--- src/rtl/reg_scoreboard_pkg.sv ---
// ---------------------------------------------------------------------------
// reg_scoreboard_pkg
// Shared definitions for the register-file scoreboard, the register file and
// the hazard logic:
//   - default sizes for the architectural register file
//   - issue-controller FSM state enumeration
//   - helper returning the saturation value of a pending-write counter
// ---------------------------------------------------------------------------
package reg_scoreboard_pkg;

    localparam int NUM_REGS_DEF = 8;   // architectural registers
    localparam int ADDR_W_DEF   = 3;   // register address width
    localparam int CNT_W_DEF    = 2;   // pending-write counter width

    // Issue-controller states
    typedef enum logic [1:0] {
        ST_RUN     = 2'd0,   // normal issue
        ST_DRAIN   = 2'd1,   // issue blocked, waiting for writes to retire
        ST_DRAINED = 2'd2    // nothing outstanding, drained reported
    } sb_state_e;

    // Largest value a CNT_W-bit pending counter may hold.
    function automatic int cnt_limit(input int width);
        return (1 << width) - 1;
    endfunction

endpackage

--- src/rtl/reg_pending_counter.sv ---
// ---------------------------------------------------------------------------
// reg_pending_counter
// Saturating up/down counter holding the number of in-flight writes to one
// architectural register.
//
// Ports:
//   clk        in   clock, state updates on rising edge
//   reset      in   asynchronous active-low reset, clears the count
//   clr        in   clear to zero (flush); overrides inc/dec
//   inc        in   an accepted issue targets this register
//   dec        in   a writeback retires a write to this register
//   zero       out  count is 0
//   one        out  count is 1 (used for the writeback bypass)
//   sat        out  count is at its maximum
//   zero_next  out  count will be 0 after this cycle's update
// ---------------------------------------------------------------------------
module reg_pending_counter
    import reg_scoreboard_pkg::*;
#(
    parameter int CNT_W = CNT_W_DEF
) (
    input  logic clk,
    input  logic reset,
    input  logic clr,
    input  logic inc,
    input  logic dec,
    output logic zero,
    output logic one,
    output logic sat,
    output logic zero_next
);

    localparam logic [CNT_W-1:0] CNT_MAX = CNT_W'(cnt_limit(CNT_W));
    localparam logic [CNT_W-1:0] CNT_ONE = CNT_W'(1);

    logic [CNT_W-1:0] cnt_reg;
    logic [CNT_W-1:0] cnt_next;

    assign zero      = (cnt_reg == '0);
    assign one       = (cnt_reg == CNT_ONE);
    assign sat       = (cnt_reg == CNT_MAX);
    assign zero_next = (cnt_next == '0);

    // Simultaneous inc and dec cancel. The end-stop guards keep the count
    // from wrapping even if a caller misbehaves (a decrement at zero is the
    // spurious-writeback case and is reported by the top level).
    always_comb begin
        cnt_next = cnt_reg;
        if (clr) begin
            cnt_next = '0;
        end else if (inc && !dec && !sat) begin
            cnt_next = cnt_reg + CNT_ONE;
        end else if (dec && !inc && !zero) begin
            cnt_next = cnt_reg - CNT_ONE;
        end
    end

    always_ff @(posedge clk or negedge reset) begin
        if (!reset) begin
            cnt_reg <= '0;
        end else begin
            cnt_reg <= cnt_next;
        end
    end

endmodule

--- src/rtl/reg_scoreboard.sv ---
// ---------------------------------------------------------------------------
// reg_scoreboard
// Register-file scoreboard and issue controller. Tracks in-flight writes per
// register, stalls decode on source/destination hazards and sequences
// pipeline drain requests.
//
// Ports:
//   clk           in   clock
//   reset         in   asynchronous active-low reset
//   issue_valid   in   decode presents an instruction
//   issue_writes  in   instruction writes issue_dst
//   issue_dst     in   destination register
//   src1_used     in   instruction reads src1
//   src1          in   first source register
//   src2_used     in   instruction reads src2
//   src2          in   second source register
//   wb_valid      in   writeback commits a write this cycle (reg_write)
//   wb_addr       in   writeback destination
//   flush         in   discard all in-flight tracking
//   drain_req     in   request a pipeline drain
//   stall         out  combinational: issue is held
//   issue_accept  out  combinational: issue_valid & ~stall
//   busy_mask     out  per register: pending count is non-zero
//   drained       out  drain has completed
//   wb_err        out  sticky: writeback seen for a register with nothing pending
// ---------------------------------------------------------------------------
module reg_scoreboard
    import reg_scoreboard_pkg::*;
#(
    parameter int NUM_REGS = NUM_REGS_DEF,
    parameter int ADDR_W   = ADDR_W_DEF,
    parameter int CNT_W    = CNT_W_DEF
) (
    input  logic                clk,
    input  logic                reset,
    input  logic                issue_valid,
    input  logic                issue_writes,
    input  logic [ADDR_W-1:0]   issue_dst,
    input  logic                src1_used,
    input  logic [ADDR_W-1:0]   src1,
    input  logic                src2_used,
    input  logic [ADDR_W-1:0]   src2,
    input  logic                wb_valid,
    input  logic [ADDR_W-1:0]   wb_addr,
    input  logic                flush,
    input  logic                drain_req,
    output logic                stall,
    output logic                issue_accept,
    output logic [NUM_REGS-1:0] busy_mask,
    output logic                drained,
    output logic                wb_err
);

    // Per-register status from the counters
    logic [NUM_REGS-1:0] zero_vec;
    logic [NUM_REGS-1:0] one_vec;
    logic [NUM_REGS-1:0] sat_vec;
    logic [NUM_REGS-1:0] zero_next_vec;
    logic [NUM_REGS-1:0] hit_vec;       // writeback targets this register
    logic [NUM_REGS-1:0] inc_vec;       // accepted write targets this register
    logic [NUM_REGS-1:0] busy_eff_vec;  // busy after the same-cycle bypass

    sb_state_e state_reg;
    sb_state_e state_next;
    logic      run_mode;
    logic      all_zero_next;
    logic      wb_err_reg;

    genvar gi;
    generate
        for (gi = 0; gi < NUM_REGS; gi++) begin : g_reg
            assign hit_vec[gi] = wb_valid && (wb_addr == ADDR_W'(gi));
            assign inc_vec[gi] = issue_accept && issue_writes
                                 && (issue_dst == ADDR_W'(gi));

            // Effectively busy when cnt - hit > 0: a single pending write
            // that retires this cycle is visible through the bypass.
            assign busy_eff_vec[gi] = !zero_vec[gi]
                                      && !(one_vec[gi] && hit_vec[gi]);

            assign busy_mask[gi] = !zero_vec[gi];

            reg_pending_counter #(
                .CNT_W (CNT_W)
            ) u_cnt (
                .clk       (clk),
                .reset     (reset),
                .clr       (flush),
                .inc       (inc_vec[gi]),
                .dec       (hit_vec[gi]),
                .zero      (zero_vec[gi]),
                .one       (one_vec[gi]),
                .sat       (sat_vec[gi]),
                .zero_next (zero_next_vec[gi])
            );
        end
    endgenerate

    assign all_zero_next = &zero_next_vec;

    // ---------------------------------------------------------------------
    // Hazard detection
    // ---------------------------------------------------------------------
    logic src1_hz;
    logic src2_hz;
    logic dst_hz;

    always_comb begin
        src1_hz = src1_used && busy_eff_vec[src1];
        src2_hz = src2_used && busy_eff_vec[src2];
        // A saturated destination is fine if one of its writes retires now:
        // the counter then nets to the same value instead of overflowing.
        dst_hz  = issue_writes && sat_vec[issue_dst] && !hit_vec[issue_dst];
        stall   = issue_valid && (src1_hz || src2_hz || dst_hz || !run_mode);
    end

    assign issue_accept = issue_valid && !stall;

    // ---------------------------------------------------------------------
    // Drain FSM: state register
    // ---------------------------------------------------------------------
    always_ff @(posedge clk or negedge reset) begin
        if (!reset) begin
            state_reg <= ST_RUN;
        end else begin
            state_reg <= state_next;
        end
    end

    // Drain FSM: next state
    always_comb begin
        state_next = state_reg;
        case (state_reg)
            ST_RUN: begin
                if (drain_req) begin
                    state_next = ST_DRAIN;
                end
            end
            ST_DRAIN: begin
                // A withdrawn request wins; otherwise completion is judged on
                // the counters after this cycle's update.
                if (!drain_req) begin
                    state_next = ST_RUN;
                end else if (flush || all_zero_next) begin
                    state_next = ST_DRAINED;
                end
            end
            ST_DRAINED: begin
                if (!drain_req) begin
                    state_next = ST_RUN;
                end
            end
            default: begin
                state_next = ST_RUN;
            end
        endcase
    end

    // Drain FSM: outputs (decoded from the state register only)
    always_comb begin
        run_mode = 1'b0;
        drained  = 1'b0;
        case (state_reg)
            ST_RUN:     run_mode = 1'b1;
            ST_DRAINED: drained  = 1'b1;
            default: begin
                run_mode = 1'b0;
                drained  = 1'b0;
            end
        endcase
    end

    // ---------------------------------------------------------------------
    // Sticky spurious-writeback flag; a flush discards the writeback, so it
    // cannot raise the flag in that cycle.
    // ---------------------------------------------------------------------
    always_ff @(posedge clk or negedge reset) begin
        if (!reset) begin
            wb_err_reg <= 1'b0;
        end else if (!flush && wb_valid && zero_vec[wb_addr]) begin
            wb_err_reg <= 1'b1;
        end
    end

    assign wb_err = wb_err_reg;

endmodule
--- config.mk ---
export PLATFORM = sky130hd
export DESIGN_NAME = reg_scoreboard
export DESIGN_NICKNAME = d
export VERILOG_FILES = /design/src/rtl/reg_scoreboard_pkg.sv /design/src/rtl/reg_pending_counter.sv /design/src/rtl/reg_scoreboard.sv
export SDC_FILE = /design/constraint.sdc
export NUM_CORES = 1
export LEC_CHECK = 0
export CORE_ASPECT_RATIO = 1.75
export CORE_MARGIN = 2
export CORE_UTILIZATION = 45
export CTS_CLUSTER_DIAMETER = 30
export DETAILED_ROUTE_END_ITERATION = 6
export GPL_TIMING_DRIVEN = 0
export PLACE_DENSITY = 0.67
export RECOVER_POWER = 25
export SKIP_LAST_GASP = 1
export SLEW_MARGIN = 20
export SYNTH_ARGS = -nofsm -noshare
export SYNTH_HDL_FRONTEND = slang
export SYNTH_SLANG_ARGS = --single-unit
--- constraint.sdc ---
create_clock -name clk -period 4.47 [get_ports clk]
set_input_delay 0.447 -clock clk [delete_from_list [all_inputs] [get_ports clk]]
set_output_delay 0.447 -clock clk [all_outputs]
set_load 0.03 [all_outputs]
==> impl_summary.md <==
Critical path
The reg-to-reg critical path endpoint is state_reg[1]. Walking the worst path, the cells encountered are clkdlybuf4s50_1, buf_4, and4b_1, a21oi_1, nor4b_1, nor3_2, a21boi_4, buf_6, buf_2, and3_1, clkdlybuf4s50_1. The maximum fanout count along the critical path is 10.

The worst register-to-register path has a setup slack of 0.64 ns. Data on the critical path is required at its endpoint by 4.02 ns. At the worst endpoint, the arrival time is 3.84 ns.

The total stage count of the critical path is 11. In this run the worst setup path terminates at issue_accept. The launching instance or port of the critical path is wb_addr[1]. The library cell appearing most often on the critical path is clkdlybuf4s50_1. The buffers plus inverters on the worst setup path is 5. The category of the most critical setup path is primary input to output port. The worst setup path is launched from a primary input. The gate family responsible for the most delay along the worst path is buffers and inverters.

For this run, the slowest stage of the critical path takes 0.67 ns. The path depth of the worst reg2reg path is 11. The cell with the biggest individual delay on the critical path is clkdlybuf4s50_1. The source of the worst register-to-register timing path is g_reg[7].u_cnt.cnt_reg[1].

The kind of capture point of the worst setup path is an output port.

Finish
The number of inserted filler cells in the final layout is 573. The share of cells above drive strength 1 is 0.100. The most common library cell in the layout ignoring fill and taps is inv_1.

Leaving out fill and tap cells, the most frequent cells in the layout are inv_1 (34), clkdlybuf4s50_1 (30), nor2_1 (29). The net count of the finished layout is 395. The post-route cell area is 2990 sq um. The area of combinational cells with multiple inputs is 1850 sq um. Compared with the post-synthesis result, the final layout area differs by 17.3%. The register with the most flip-flops in the layout has 16 of them. The diode insertion count for antenna repair is 0. The combined flip-flop and latch cell area is 475 sq um.

Logic synthesis
The cell area that synthesis handed to floorplanning was 2550 sq um. By area the synthesized netlist is led by dfrtp_1 (19%), ha_1 (12%), inv_1 (5.0%). The number of warning messages in the yosys log is 0. For this run, asynchronously set or reset flops after synthesis account for 1.00. The number of flops mapped to enable cells by yosys is 0.

Synthesis handed over a netlist of 315 instances. For this run, the leading register cell type out of synthesis is dfrtp_1. The share of synthesized area in the top cell type comes to 0.187. Of the synthesized area, sequential elements account for 0.187. The total nets after synthesis is 360. The number of different library cells in the post-synthesis netlist is 63. The count of state elements after synthesis is 19. The most area-hungry cell type in the Yosys netlist is dfrtp_1. The per-instance average area after synthesis is 8.09 sq um.

Timing
The time the worst path needs with I/O delays and setup is 4.29 ns. The measured slew at the worst slew-check pin is 1.18 ns. The relative max-transition margin is 0.213. The fmax is 0.233 GHz.

The total negative setup slack is 0 ns. The count of endpoints failing hold in the final timing report was 0. The share of the clock period used by the worst path after layout is 0.960. The final count of pins violating max slew came to 0.

Setup repair after global routing left no endpoint under its margin. Setup violations remaining at the end of the flow were counted as 0. The largest clock skew in the final design is 0.00468 ns.

Global routing
The via count of the first global-routing pass is 2619. The global-route track usage on met3 is 0.0312. The global routing met2 resource utilization is 0.451. The initial antenna violation count came to 0. After global routing the overflow that remains totals 0. For this run, the total global-route usage over all layers was measured as 0.260. The met1 track utilization from global routing is 0.293. The global routing stage identified its most utilized layer as met2. The first-pass GRT wire length is 12600 microns.

The largest net degree at the start of global routing is 20.

Detailed routing
The routed wire length per instance is 18.3 microns. The first detailed-routing pass took 4 iterations. The post-detailed-route DRC marker count is 0. The mean number of vias per cell is 6.24. The remaining number of nets flagged by the antenna check after routing is 0. Summed over all layers, the routed wires come to 7790 microns.

The detailed router finished its first iteration with 113 violations. The total via count in the routed design is 2652.

Floorplanning
The die covers 6310 sq um. The standard-cell row count is 36. 33 I/O pins were placed. The die outline width is 60.9 microns. The total area inside the core boundary comes to 5540 sq um. The height of the die is 104 microns. For this configuration, the core starts out at a cell density of 0.460.

Power
The power density over the cells is 245 nW/um^2. The share of total power dissipated in combinational logic is 0.553. The proportion of power drawn by flip-flops and latches is 0.278. In this run the power spent charging and discharging nets is 0.320 mW. Of the total power, the share spent switching nets is 0.438. VDD sags by at most 0.153 mV. The static leakage is 1.29 nW. Of the total power, the clock network draws 0.169.

Cell internal power was estimated by the tool at 0.411 mW.

Clock tree
The level count of the clock H-tree is 1. The maximum buffer depth of the clock tree is 2. The clock tree from TritonCTS is built. Clock-pin slew was measured on the worst setup and hold paths at 0.07 ns. The CTS buffer count is 3. The clock latency of the later-clocked register in the worst-skew pair is 0.26 ns.

The tree built by TritonCTS fans out to 19 sinks. The cell chosen for the clock root is clkbuf_8. The quantity of hold-fixing buffers added after cts is 0.

Flow run
The number of max-cap violations is 0.

Place
At the end of routability-driven placement, the weighted congestion stood at 0.921. The HPWL after detailed placement is 6280 microns. Summing all placed instances gives a cell area of 2950 sq um.

The number of buffer cells added on primary ports is 31.

Worst hold path
The path class of the tightest hold or removal check is primary input to async pin.

Run status
The flow ran to the end, and the final reports show no timing, DRC or antenna violations.
==> final cells by class <==
type	instances	share of cell area
clock buffers	4	0.0151
multi-input cells	246	0.619
flip-flops and latches	19	0.159
inverters	34	0.0427
repair buffers	31	0.102
well taps	76	0.0318
plain buffers	15	0.0310
==> per-stage QoR <==
| step | hold WS, ns | power [mW] | setup slack, ns | std cells | utilization |
|---|---|---|---|---|---|
| after global routing | 0.495 | 0.773 | 0.0318 | 425 | 0.540 |
| after global placement | 0.450 | 0.605 | 0.141 | 422 | 0.533 |
| final | 0.405 | 0.731 | 0.178 | 425 | 0.540 |
| after CTS | 0.467 | 0.734 | 0.166 | 426 | 0.541 |
| after detailed placement | 0.456 | 0.609 | 0.164 | 422 | 0.533 |
| after floorplan | 0.151 | 0.465 | 1.16 | 315 | - |
==> timing repair <==
action | in CTS | in global routing
endpoints found under the hold margin | 0 | 0
resized for setup | 0 | 0
setup endpoints to repair | 0 | 1
buffers inserted | 0 | 0
==> cell usage after synthesis, types with 3 or more instances <==
| master | count |
|---|---|
| nand2_1 | 28 |
| nor4b_1 | 3 |
| and4b_1 | 4 |
| dfrtp_1 | 19 |
| a211oi_1 | 4 |
| ha_1 | 24 |
| mux2i_1 | 7 |
| a32o_1 | 4 |
| o2111ai_1 | 7 |
| nor3_1 | 15 |
| clkbuf_1 | 4 |
| a31oi_1 | 8 |
| or4_1 | 3 |
| nand3_1 | 11 |
| and3_1 | 6 |
| buf_2 | 5 |
| o211ai_1 | 5 |
| mux4_2 | 3 |
| inv_1 | 34 |
| buf_6 | 3 |
| nand4_1 | 6 |
| nor4_1 | 8 |
| a21oi_1 | 12 |
| or2_2 | 3 |
| o21ai_0 | 7 |
| a211o_1 | 4 |
| nor2_1 | 29 |
==> cells by family after synthesis <==
| kind of cell | after synthesis | share of synthesized area |
|---|---|---|
| xor gates and xnor gates | 3 | 0.0103 |
| and+or+nand+nor | 131 | 0.284 |
| adders and majority gates | 24 | 0.118 |
| muxes | 11 | 0.0584 |
| buffers and inverters | 50 | 0.0879 |
| AOI/OAI and AO/OA | 77 | 0.255 |
| DFF | 19 | 0.187 |
==> routing by layer <==
| layer | share of wire | routed length (microns) |
|---|---|---|
| met3 | 0.055 | 428 |
| met1 | 0.37 | 2890 |
| met2 | 0.53 | 4110 |
| met4 | 0.047 | 364 |
| met5 | 0 | 0 |
==> how the worst min path moves through the flow <==
stage,start,to,slack (ns),cells past startpoint
floorplan,reset,g_reg[0].u_cnt.cnt_reg[0],0.15,0
global placement,state_reg[1],state_reg[0],0.45,1
detailed placement,state_reg[1],state_reg[0],0.46,1
CTS,state_reg[1],state_reg[0],0.47,1
global route,state_reg[1],state_reg[0],0.49,1
finish,reset,g_reg[7].u_cnt.cnt_reg[1],0.40,1
==> power groups by stage <==
stage	logic, mW	clock network, mW	registers [mW]
2_1_floorplan	0.264	0	0.202
3_3_place_gp	0.400	0	0.205
3_5_place_dp	0.402	0	0.207
4_1_cts	0.404	0.127	0.203
5_1_grt	0.433	0.135	0.205
6_report	0.404	0.123	0.203
(Power assumes the default switching activity.)
==> RTL change (same flow settings) <==
The package constant `NUM_REGS_DEF` goes from 8 to 12.
--- a/src/rtl/reg_scoreboard_pkg.sv
+++ b/src/rtl/reg_scoreboard_pkg.sv
@@ -8,7 +8,7 @@
 // ---------------------------------------------------------------------------
 package reg_scoreboard_pkg;
 
-    localparam int NUM_REGS_DEF = 8;   // architectural registers
+    localparam int NUM_REGS_DEF = 12;   // architectural registers
     localparam int ADDR_W_DEF   = 3;   // register address width
     localparam int CNT_W_DEF    = 2;   // pending-write counter width
 
Interface: changed (resized busy_mask); port bits go from 33 to 37. The function was not compared with the original's and may differ.
==> RTL change against the unedited design <==
The flow now finishes with violations (capacitance limit, slew limit); design area grew 24%; sequential cell count grew 8; power grew 35%; sequential power grew 47%; worst setup slack lost 0.042 ns; register-to-register slack lost 0.17 ns; synthesized area grew 22%; combinational power grew 18%; wire length grew 13%; first-iteration DRC count grew 23%; global-route usage shrank 1.1 points; sequential share of layout area grew 2.3 points; maximum frequency shrank 0.98%.
==> RTL change: results (changes against the unedited design) <==
stage,metric,value,unit,change
drt,post_drt_via_cell_ratio,5.88,,-5.8%
timing,maxSlewViolCount,28,,+28
placement,gpl.final_weighted_congestion,0.900,,-2.3%
placement,port-buffer-count,34,,+9.7%
placement,dp_hpwl,7200,um,+15%
grt,grt_util_met1,0.275,,-0.0173
grt,grt_pass1_vias,3048,,+16%
worst_setup_path,arrival,4.47,ns,+0.63 ns
run_status,failed_checks,"capacitance limit, slew limit",,
final_layout,instances_no_fill,492,,+16%
grt,grtUsageMet2,0.451,,about the same
power_and_ir_drop,powerClk,0.214,mW,+74%
grt,global_routing_usage_summed_across_all_routing_layers,0.249,,-0.0111
logic_synthesis,yosys-top-cells-area,"sky130_fd_sc_hd__dfrtp_1 22%, sky130_fd_sc_hd__ha_1 13%, sky130_fd_sc_hd__inv_1 6.2%",,
drt,drt_iter0_drc,139,,+23%
run_status,run_status,"finished, violations left",,
logic_synthesis,synth_cells,365,,+16%
final_layout,largest_register_ff_count,24,,+8
placement,placedCellCount,483,,+14%
power_and_ir_drop,p_int,0.588,mW,+43%
hold_path,worst_hold_path_type,register to register,,
final_layout,final_net_count,462,,+17%
timing,timing_worst_slew_pin_value,1.57,ns,+0.388 ns
grt,groute.layer.met3.usage,0.0178,,-0.0135
power_and_ir_drop,seq_power_share,0.302,,+0.024
run,cap_viol_max_count,1,,+1
timing,clock_skew,0.00376,ns,-0.000914 ns
grt,grt_first_pass_wirelength,14500,um,+15%
==> RTL change: cell type report <==
type,count,area (um^2)
Clock inverter,1,7.51
Multi-Input combinational cell,277,2220
Fill cell,630,3050
Clock buffer,3,75.1
Timing Repair Buffer,39,372
Tap cell,84,105
Sequential cell,27,676
Buffer,10,61.3
Inverter,51,191
==> RTL change: metrics by stage <==
step	setup WS [ns]	instance area (um^2)	utilization
detailed placement	-0.720	3540	0.524
global route	0.00636	3710	0.549
global placement	-0.706	3550	0.525
CTS	0.0505	3660	0.542
finish	0.136	3710	0.549
floorplan	0.748	3100	-
==> RTL change: kinds of logic (layout without fill, tap and decap cells) <==
| family | count (synthesis) | count (layout) | share of synthesized area |
|---|---|---|---|
| multiplexers | 18 | 18 | 0.0843 |
| buffers and inverters | 61 | 104 | 0.0815 |
| XOR/XNOR | 8 | 8 | 0.0226 |
| AND/OR/NAND/NOR | 143 | 143 | 0.271 |
| AO/OA/AOI/OAI | 76 | 76 | 0.194 |
| flip-flops | 27 | 27 | 0.218 |
| adder cells (fa/ha/maj) | 32 | 32 | 0.129 |
==> RTL change: critical path, cell delays in order <==
cell and delay, ns:
sky130_fd_sc_hd__clkdlybuf4s50_1 0.49, sky130_fd_sc_hd__buf_6 0.18, sky130_fd_sc_hd__and4bb_4 0.39, sky130_fd_sc_hd__a21oi_1 0.08
sky130_fd_sc_hd__mux4_2 0.52, sky130_fd_sc_hd__o21ai_4 0.23, sky130_fd_sc_hd__o2111ai_4 0.18, sky130_fd_sc_hd__buf_4 0.22
sky130_fd_sc_hd__nor3_2 0.28, sky130_fd_sc_hd__o21bai_2 0.20, sky130_fd_sc_hd__mux2_4 0.32, sky130_fd_sc_hd__or4_4 0.54
sky130_fd_sc_hd__nor4_4 0.24, sky130_fd_sc_hd__a311oi_1 0.14
==> RTL change: timing repair <==
| item | 4_1_cts | 5_1_grt |
|---|---|---|
| buffers inserted | 2 | 3 |
| pin swaps | 2 | 4 |
| resized for setup | 3 | 5 |
| setup endpoints to repair | 2 | 2 |
| hold endpoints to repair | 0 | 0 |
==> RTL change: worst paths after layout <==
kind | cells past startpoint | startpoint | to | slack [ns]
setup / recovery | 14 | wb_addr[2] | state_reg[0] | 0.14
hold / removal | 1 | wb_err | wb_err | 0.48
setup reg to reg | 13 | g_reg[5].u_cnt.cnt_reg[0] | state_reg[0] | 0.47
max in group asynchronous | 1 | reset | g_reg[1].u_cnt.cnt_reg[0] | 3.00
min in group asynchronous | 1 | reset | g_reg[8].u_cnt.cnt_reg[0] | 0.55
hold reg to reg | 1 | wb_err | wb_err | 0.48
==> RTL change: per-layer routing <==
metal  wire (um)  vias up
met3         286       27
met4         471        0
met2        4670       69
met5           0        -
met1        3340     1389
li1            -     1407
